<file path="src/rtl/channel_dump_ctrl.sv">
// Channel dump sequencer: reads DEPTH samples of one capture channel, oldest first,
// and hands each byte to the UART transmitter over a trmt/tx_done handshake.
//
//  state  | meaning
//  IDLE   | waiting for a dump command
//  RD     | RAM read enable asserted for the current address
//  LAT    | waiting out the RAM read latency, captures the sample on the last cycle
//  SEND   | transmit strobe high
//  TXW    | waiting for the transmitter to finish the byte
//  FIN    | dump_fin pulse (completed, aborted or rejected)
module channel_dump_ctrl #(
    parameter int AW     = 9,
    parameter int DW     = 8,
    parameter int RD_LAT = 1
) (
    input  logic          clk,
    input  logic          rst_n,
    input  logic          dump_i,
    input  logic [1:0]    ch_sel_i,
    input  logic [AW-1:0] start_addr_i,
    input  logic          abort_i,
    output logic          ram_en_o,
    output logic [AW-1:0] ram_addr_o,
    output logic [1:0]    ram_ch_o,
    input  logic [DW-1:0] ram_rdata_i,
    output logic [DW-1:0] tx_data_o,
    output logic          trmt_o,
    input  logic          tx_done_i,
    output logic          busy_o,
    output logic          dump_fin_o,
    output logic          dump_err_o
);

    localparam int         DEPTH    = 2 ** AW;
    localparam logic [AW:0] LAST    = (AW + 1)'(DEPTH - 1);
    localparam logic [1:0] LAT_LOAD = 2'(RD_LAT - 1);

    typedef enum logic [2:0] {
        S_IDLE,
        S_RD,
        S_LAT,
        S_SEND,
        S_TXW,
        S_FIN
    } state_t;

    state_t        state_q;
    logic [AW-1:0] rd_ptr_q;
    logic [AW:0]   byte_cnt_q;
    logic [1:0]    lat_cnt_q;
    logic [DW-1:0] tx_data_q;
    logic [1:0]    ram_ch_q;
    logic          ram_en_q;
    logic          trmt_q;
    logic          fin_q;
    logic          err_q;

    always_ff @(posedge clk or negedge rst_n) begin
        if (!rst_n) begin
            state_q    <= S_IDLE;
            rd_ptr_q   <= '0;
            byte_cnt_q <= '0;
            lat_cnt_q  <= '0;
            tx_data_q  <= '0;
            ram_ch_q   <= '0;
            ram_en_q   <= 1'b0;
            trmt_q     <= 1'b0;
            fin_q      <= 1'b0;
            err_q      <= 1'b0;
        end else begin
            ram_en_q <= 1'b0;
            trmt_q   <= 1'b0;
            fin_q    <= 1'b0;
            err_q    <= 1'b0;
            // abort wins over everything, including a coincident tx_done
            if (abort_i && state_q != S_IDLE && state_q != S_FIN) begin
                state_q <= S_FIN;
                fin_q   <= 1'b1;
            end else begin
                case (state_q)
                    S_IDLE: begin
                        if (dump_i) begin
                            if (ch_sel_i == 2'd3) begin
                                state_q <= S_FIN;
                                fin_q   <= 1'b1;
                                err_q   <= 1'b1;
                            end else begin
                                state_q    <= S_RD;
                                ram_ch_q   <= ch_sel_i;
                                rd_ptr_q   <= start_addr_i;
                                byte_cnt_q <= '0;
                                ram_en_q   <= 1'b1;
                            end
                        end
                    end
                    S_RD: begin
                        state_q   <= S_LAT;
                        lat_cnt_q <= LAT_LOAD;
                    end
                    S_LAT: begin
                        if (lat_cnt_q == 2'd0) begin
                            tx_data_q <= ram_rdata_i;
                            trmt_q    <= 1'b1;
                            state_q   <= S_SEND;
                        end else begin
                            lat_cnt_q <= lat_cnt_q - 2'd1;
                        end
                    end
                    S_SEND: state_q <= S_TXW;
                    S_TXW: begin
                        if (tx_done_i) begin
                            if (byte_cnt_q == LAST) begin
                                state_q <= S_FIN;
                                fin_q   <= 1'b1;
                            end else begin
                                state_q    <= S_RD;
                                rd_ptr_q   <= rd_ptr_q + 1'b1;
                                byte_cnt_q <= byte_cnt_q + 1'b1;
                                ram_en_q   <= 1'b1;
                            end
                        end
                    end
                    S_FIN:   state_q <= S_IDLE;
                    default: state_q <= S_IDLE;
                endcase
            end
        end
    end

    assign ram_en_o   = ram_en_q;
    assign ram_addr_o = rd_ptr_q;
    assign ram_ch_o   = ram_ch_q;
    assign tx_data_o  = tx_data_q;
    assign trmt_o     = trmt_q;
    assign busy_o     = (state_q != S_IDLE);
    assign dump_fin_o = fin_q;
    assign dump_err_o = err_q;

endmodule

</file>
<file path="config.mk">
export PLATFORM = sky130hd
export DESIGN_NAME = channel_dump_ctrl
export DESIGN_NICKNAME = d
export VERILOG_FILES = /design/src/rtl/channel_dump_ctrl.sv
export SDC_FILE = /design/constraint.sdc
export NUM_CORES = 1
export LEC_CHECK = 0
export CORE_MARGIN = 10
export CORE_UTILIZATION = 46
export DETAILED_ROUTE_END_ITERATION = 8
export PLACE_DENSITY = 0.8
export SKIP_CTS_REPAIR_TIMING = 1
export SYNTH_ARGS = -nofsm -noshare
export SYNTH_HDL_FRONTEND = slang
export SYNTH_SLANG_ARGS = --single-unit
</file>
<file path="constraint.sdc">
create_clock -name clk -period 1.9 [get_ports clk]
set_clock_uncertainty 0.2 [all_clocks]
set_input_delay 0.38 -clock clk [delete_from_list [all_inputs] [get_ports clk]]
set_output_delay 0.38 -clock clk [all_outputs]
set_load 0.02 [all_outputs]
</file>
After elaboration in Yosys (flattened, before gate mapping)
Cells that the tools add are included.
{"block": "op_classes", "n_shift": 0, "div_mod_pow": 0, "n_lt_le_gt_ge": 0, "bitwise": 2, "reduce_logical": 12, "n_mul": 0, "add_sub_neg": 3, "eq_ne": 15, "n_mux": 36}
{"op": "$mux 10", "n": 4}
{"op": "$mux 9", "n": 4}
{"op": "$pmux 10 s2", "n": 1}
{"op": "$mux 3", "n": 6}
{"op": "$pmux 9 s2", "n": 1}
{"op": "$mux 1", "n": 15}
{"op": "$pmux 3 s5", "n": 1}
{"op": "$ne 3x3->1 const B", "n": 4}
{"op": "$add 10x1->10 const B", "n": 1}
{"op": "$eq 10x9->1 const B", "n": 1}
{"op": "$ne 2x2->1 const B", "n": 5}
{"op": "$add 9x1->9 const B", "n": 1}
{"op": "$reduce_and 3->1", "n": 3}
{"op": "$eq 3x2->1 const B", "n": 2}
{"op": "$reduce_and 6->1", "n": 1}
{"op": "$pmux 1 s2", "n": 2}
{"op": "$pmux 2 s2", "n": 1}
{"op": "$reduce_and 4->1", "n": 1}
{"op": "$reduce_bool 2->1", "n": 2}
{"op": "$eq 3x1->1 const B", "n": 1}
{"op": "$eq 3x3->1 const B", "n": 1}
{"op": "$logic_not 3->1", "n": 1}
{"op": "$reduce_bool 3->1", "n": 1}
{"op": "$eq 2x2->1 const B", "n": 1}
{"op": "other kinds (5)", "n": 7}
{"block": "word_totals", "mem_bits_rw": 0, "romBits": 0, "latch_bits": 0, "n_memories": 0, "out_inout_bits": 24, "reg_bits": 38}

Longest topological paths before layout
Gate-level depths: netlist of the first run.
{"block": "depth", "word_depth": 5, "ltp_mapped": 6}

Worst setup path after synthesis of the first run
OpenSTA, ideal clock, no wires.
{"block": "synth_timing", "path_kind": "register to register", "from": "register state_q[0]", "to": "register byte_cnt_q[3]", "path_stages_with_launch": 7, "arrival_time_ns": 1.662, "setup_ns": 0.118, "path_slack_ns": -0.080, "period_less_slack_ns": 1.980, "cell_sequence": "dfrtp_1 > buf_6 > or4b_4 > nand2b_4 > buf_6 > a22o_1 > a21o_1"}
{"block": "synth_between", "elab_chain_cells": 5}
{"element": "from (decl)", "line_no": "47", "text": "state_t state_q;"}
{"element": "from (signal assigned)", "line_no": "60", "text": "state_q <= S_IDLE;"}
{"element": "from (signal assigned)", "line_no": "77", "text": "state_q <= S_FIN;"}
{"element": "from (signal assigned)", "line_no": "84", "text": "state_q <= S_FIN;"}
{"element": "parallel branches: the longest is 5 deep, another holds $reduce_and 6->1"}
{"element": "to (signal assigned)", "line_no": "118", "text": "byte_cnt_q <= byte_cnt_q + 1'b1;"}
{"element": "to (decl)", "line_no": "49", "text": "logic [AW:0] byte_cnt_q;"}
Several ways; the timed one is not identified.
A chain may end at the register's enable or synchronous reset.

Worst setup path in the final report of the first run
{"block": "layout_timing", "from": "register state_q[0]", "to": "register byte_cnt_q[0]"}
The elaborated chain is that of the path after synthesis.

==> results of run 1 <==
[kinds of logic after synthesis]
| family | count (synthesis) | synth area share |
|---|---|---|
| xor gates and xnor gates | 1 | 0.00401 |
| adders and majority gates | 3 | 0.0172 |
| AOI/OAI and AO/OA | 60 | 0.198 |
| DFF | 38 | 0.436 |
| and+or+nand+nor | 81 | 0.213 |
| muxes | 15 | 0.0751 |
| buffers and inverters | 27 | 0.0568 |
[metal layers]
| layer | track usage | vias up |
|---|---|---|
| li1 | - | 999 |
| met2 | 0.277 | 65 |
| met1 | 0.177 | 1023 |
| met4 | 0.0441 | 0 |
| met5 | 0 | - |
| met3 | 0.0469 | 13 |
[power breakdown]
group          switching (mW)  internal [mW]
Combinational            1.42           1.50
Sequential              0.243           1.11
Clock                   0.305          0.292
Total                    1.97           2.90
[registers in the layout, summed over array words and instances, names as in the netlist]
name        count
lat_cnt_q       2
tx_data_o       8
trmt_o          1
state_q         3
ram_addr_o      9
dump_err_o      1
byte_cnt_q     10
ram_ch_o        2
dump_fin_o      1
ram_en_o        1
[cells in the final DEF (no fill, tap or decap), drive strengths merged, types with 2 or more instances in the layout]
master         synthesis  final
dlymetal6s2s           0     10
mux2                  11     11
mux2i                  4      4
o21ai                 10     10
nand2                 18     18
a2bb2oi                5      5
and4                   2      2
a31oi                  3      3
a21o                   5      5
buf                    7     51
nand4                  5      5
inv                   13     13
and3                   4      4
o211ai                 2      2
or2                    3      3
a22o                   3      3
nor2                  16     16
nand4b                 2      2
dfrtp                 38     38
clkdlybuf4s50          0     35
a21oi                 10     10
and2                   3      3
o22ai                  5      5
ha                     3      3
a22oi                  5      5
nor3                   5      5
nand3                  6      6
clkbuf                 7      7
and3b                  2      2
nor2b                  3      3
o221ai                 2      2
or3                    4      4
o41ai                  2      2
nand2b                 4      4
[worst register-to-register path: cells and delay by family, from the launching register on]
kind | cells | cell delay (ps)
mux | 1 | 190
flops | 1 | 470
compound gates | 1 | 230
buf+inv | 1 | 170
simple gates | 2 | 720
[worst paths after layout]
path	to	slack [ps]	depth (start not counted)
worst max-delay path	byte_cnt_q[0]	-150	5
worst min-delay path	tx_data_o[5]	310	1
worst max register to register	byte_cnt_q[0]	-150	5
worst min register to register	tx_data_o[5]	310	1
max in group asynchronous	state_q[0]	930	3
min in group asynchronous	lat_cnt_q[0]	360	3
[final cells by class]
cell class              count  area [sq um]  area share
clock buffers               6          82.6      0.0248
clock inverters             2          12.5     0.00377
inverters                  13          48.8      0.0147
multi-input cells         160          1230       0.369
flip-flops and latches     38           953       0.287
well taps                  52          65.1      0.0196
repair buffers             98           933       0.281
==> results_dict.tcl, run 1 <==
set metrics [dict create \
    outcome "finished, violations left" \
    violations "setup timing" \
    layout.cells.non_filler 369 \
    nNetsFinal 343 \
    numClockSinks 38 \
    die-area_sq_um 7900 \
    syn_inst 225 \
    postLayoutCellArea_sq_um 3320 \
    peakVddDrop_uv 922 \
    top_layer "met4" \
    place_inst 351 \
    setup_viol 18 \
    yosysMostFrequentCell "dfrtp_1" \
    met3_wirelength_microns 384 \
    grt_overflow_total 0 \
    synth_top_area_frac 0.436 \
    slew_viol_final 0 \
    post_dp_cell_area_sq_um 2970 \
    n_antenna_cell 0 \
    cts_max_path_buffers 2 \
    route.met2.wl_microns 3520 \
    start_util 0.488 \
    firstDrtPassIters 4 \
    fmax_mhz 488 \
    tightest_slew_ps 290 \
    critical_path.top_delay_family "simple AND/OR/NAND/NOR gates" \
    start_kind "flop" \
    cts_made_buffers 5 \
    n_fill_cell 288 \
    antenna_left 0 \
    crit_arrival_ps 2080 \
    synthesis.area_sq_um 2180 \
    hold_viol 0 \
    crit_type "flop to flop" \
    leakage_nw 1.56 \
    synth_area_leader_cell "dfrtp_1" \
    route.detailed.drc 0 \
    grt_first_pass_wirelength_microns 9890 \
    fin_tns_setup_ps -1600 \
    async_flop_share 1.00 \
    yosys.cell_types.count 50 \
    die_height_microns 88.9 \
    place_hpwl_microns 4450 \
    grt_max_degree 39 \
    io_pins 48 \
    min_path_type "flop to flop" \
    final.setup.worst_slack_ps -148 \
    core_area_sq_um 4470 \
    endpoint_kind "flop" \
    r2r-start "state_q[0]" \
    gp_congestion 0.822 \
    cpPeakStageDelay_ps 510 \
    cts_root_buffer "clkbuf_8" \
    grt_usage 0.156 \
    fp.dieW_microns 88.9 \
    yosysWarnings 0 \
    slowest_stage "or4b_4" \
    rsz0062_at_grt "yes" \
    htreeDepth 2 \
    drtIter0Drc 184 \
    powerDensity_nw_per_um2 1460 \
    routed_wl_microns 6800 \
    fin_crit_ps 2050 \
    drive_above_1_share 0.290 \
    post-place-ws_ps -502 \
    syn_to_final_growth_pct 52.3 \
    critPathRequiredTime_ps 1930 \
    maxCapViolCount 0 \
    min_period_over_period 1.08 \
    synthTopCellsByArea "dfrtp_1, mux2_2, nand2_1, nor2_1, o21ai_0" \
    ys_seq_area_frac 0.436 \
    synth.avg_cell_area_sq_um 9.70 \
    worst_hold_startpoint "tx_data_o[5]" \
    routedWlPerCell_microns 18.4 \
    vias 2100 \
    synthTopCellsByCount "dfrtp_1, nand2_1, nor2_1" \
    final_util 0.743 \
    placement_rows 24 \
    clk-insertion-delay-late_ps 300 \
    grt_pass1_vias 2110 \
    slew_headroom 0.804 \
    portBuffers 47 \
    wl_met1_microns 2770 \
    startpoint "state_q[0]" \
    p_total_mw 4.86 \
    avgViaCountPerCell 5.69 \
    clk_pin_slew_ps 80 \
    synthFlopType "dfrtp_1" \
    worst-path-buf-inv 1 \
    cp_max_fo 6 \
    cts_tree "built" \
    holdWs_ps 313 \
    grt_antenna_before_repair 0 \
    cp_cell_sequence "or4b_4 -> nand2b_4 -> a21oi_4 -> buf_6 -> mux2i_1" \
    synth_edf_count 0 \
    syn-num-nets 252 \
    synth-seq-cells 38 \
]
Power figures use the tool's default switching activity.
==> inputs of run 2 (changes only) <==
--- a/config.mk
+++ b/config.mk
@@ -6,9 +6,10 @@
 export NUM_CORES = 1
 export LEC_CHECK = 0
 export CORE_MARGIN = 10
-export CORE_UTILIZATION = 46
+export CORE_UTILIZATION = 47
+export CTS_BUF_LIST = sky130_fd_sc_hd__clkbuf_8
 export DETAILED_ROUTE_END_ITERATION = 8
-export PLACE_DENSITY = 0.8
+export PLACE_DENSITY = 0.81
 export SKIP_CTS_REPAIR_TIMING = 1
 export SYNTH_ARGS = -nofsm -noshare
 export SYNTH_HDL_FRONTEND = slang
==> results_dict.tcl, run 2 (synthesis gave the netlist of run 1 again) <==
set metrics [dict create \
    grt_max_degree 39 \
    clk_pin_slew_ps 80 \
    maxCapViolCount 0 \
    gp_congestion 0.884 \
    slew_headroom 0.671 \
    final.setup.worst_slack_ps -163 \
    critPathRequiredTime_ps 1890 \
    nNetsFinal 341 \
    fp.dieW_microns 88.1 \
    holdWs_ps 300 \
    grt_first_pass_wirelength_microns 10000 \
    worst_hold_startpoint "ram_ch_o[0]" \
    portBuffers 47 \
    cts_made_buffers 5 \
    place_hpwl_microns 4390 \
    drive_above_1_share 0.273 \
    grt_usage 0.160 \
    min_path_type "flop to flop" \
    grt_busiest_layer "met2" \
    use_met1 0.189 \
    reg2reg_to "ram_addr_o[1]" \
    core_area_sq_um 4410 \
    syn_to_final_growth_pct 48.9 \
    firstDrtPassIters 4 \
    powerDensity_nw_per_um2 1510 \
    numClockSinks 38 \
    start_util 0.494 \
    start_kind "flop" \
    route.detailed.drc 0 \
    grt_pass1_vias 2029 \
    largest_reg_flops 10 \
    die_height_microns 88.1 \
    cts_root_buffer "clkbuf_8" \
    leakage_nw 1.52 \
    hold_viol 0 \
    routedWlPerCell_microns 18.3 \
    worstHoldEndpoint "ram_ch_o[0]" \
    rsz0062_at_grt "yes" \
    whs_path_depth 2 \
    ff2ff_setup_slack_ps -160 \
    grt_overflow_total 0 \
    use_met2 0.276 \
    min_period_over_period 1.09 \
    final_util 0.736 \
    endpoint_kind "flop" \
    peakVddDrop_uv 1010 \
    largest_register "byte_cnt_q" \
    clk-insertion-delay-late_ps 300 \
    antenna_left 0 \
    crit_arrival_ps 2050 \
    p_total_mw 4.89 \
    setup_viol 21 \
    vias 2139 \
    cts_tree "built" \
    tightest_slew_ps 494 \
    final_cell_mix "buf_4, dfrtp_1, clkdlybuf4s50_1" \
    fin_crit_ps 2060 \
    post_dp_cell_area_sq_um 2970 \
    slew_viol_final 0 \
    drtIter0Drc 111 \
    use_met3 0.0529 \
    die-area_sq_um 7770 \
    cts_max_path_buffers 2 \
    outcome "finished, violations left" \
    grt_antenna_before_repair 1 \
    final_common_cell "buf_4" \
    routed_wl_microns 6720 \
    avgViaCountPerCell 5.81 \
    io_pins 48 \
    htreeDepth 2 \
    placement_rows 24 \
    fmax_mhz 485 \
    n_fill_cell 307 \
    violations "setup timing" \
    postLayoutCellArea_sq_um 3250 \
    crit_type "flop to flop" \
    r2r-start "state_q[2]" \
    cp_max_fo 5 \
    rr_worst_depth 4 \
]
==> run 2: cell count changes in the layout (fill, tap and decap cells not counted), sizes merged <==
cell / before / now
buf: 51 / 50
bufinv: 0 / 2
clkbuf: 7 / 5
clkdlybuf4s50: 35 / 36
clkinvlp: 1 / 0
diode: 0 / 1
dlymetal6s2s: 10 / 9
==> run 2: through the flow <==
step,TNS [ps],worst slack [ps],std cells
4_1_cts,-2740,-376,362
3_5_place_dp,-8980,-450,354
5_1_grt,-2890,-189,368
6_report,-1920,-163,368
2_1_floorplan,-272,-68.1,225
3_3_place_gp,-8420,-412,354
==> run 2: area by class of cell <==
class,count,area [sq um],area share
Antenna cell,1,2.50,0.000770
Clock buffer,5,68.8,0.0212
Clock inverter,3,68.8,0.0212
Inverter,13,48.8,0.0150
Multi-Input combinational cell,160,1170,0.359
Sequential cell,38,953,0.294
Tap cell,52,65.1,0.0200
Timing Repair Buffer,96,873,0.269
==> run 2: how the worst max path moves through the flow <==
stage / start / end / slack (ps) / depth (start not counted)
after floorplan: state_q[2] / byte_cnt_q[3] / -70 / 5
after global placement: dump_i / byte_cnt_q[0] / -410 / 6
after detailed placement: dump_i / byte_cnt_q[1] / -450 / 6
after CTS: state_q[2] / busy_o / -380 / 2
after global routing: state_q[2] / byte_cnt_q[1] / -190 / 5
final: state_q[2] / ram_addr_o[1] / -160 / 4
==> run 2: per-layer routing <==
metal  part of all wire  routed length [microns]  vias to the layer above
met1               0.40                     2660                     1041
met2               0.51                     3420                       81
li1                   -                        -                     1001
met3              0.074                      495                       16
met5                  0                        0                        -
met4              0.022                      151                        0
==> run 2: critical path, cell delays in order (launching register included) <==
cell	delay (ps)
dfrtp_1	450
or4b_4	580
nand2b_4	200
a21oi_4	170
mux2_2	340
==> run 2: where the power goes <==
| group | internal (mW) | total (mW) | switching [mW] |
|---|---|---|---|
| Clock | 0.526 | 0.845 | 0.319 |
| Sequential | 1.11 | 1.35 | 0.246 |
| Combinational | 1.35 | 2.69 | 1.34 |
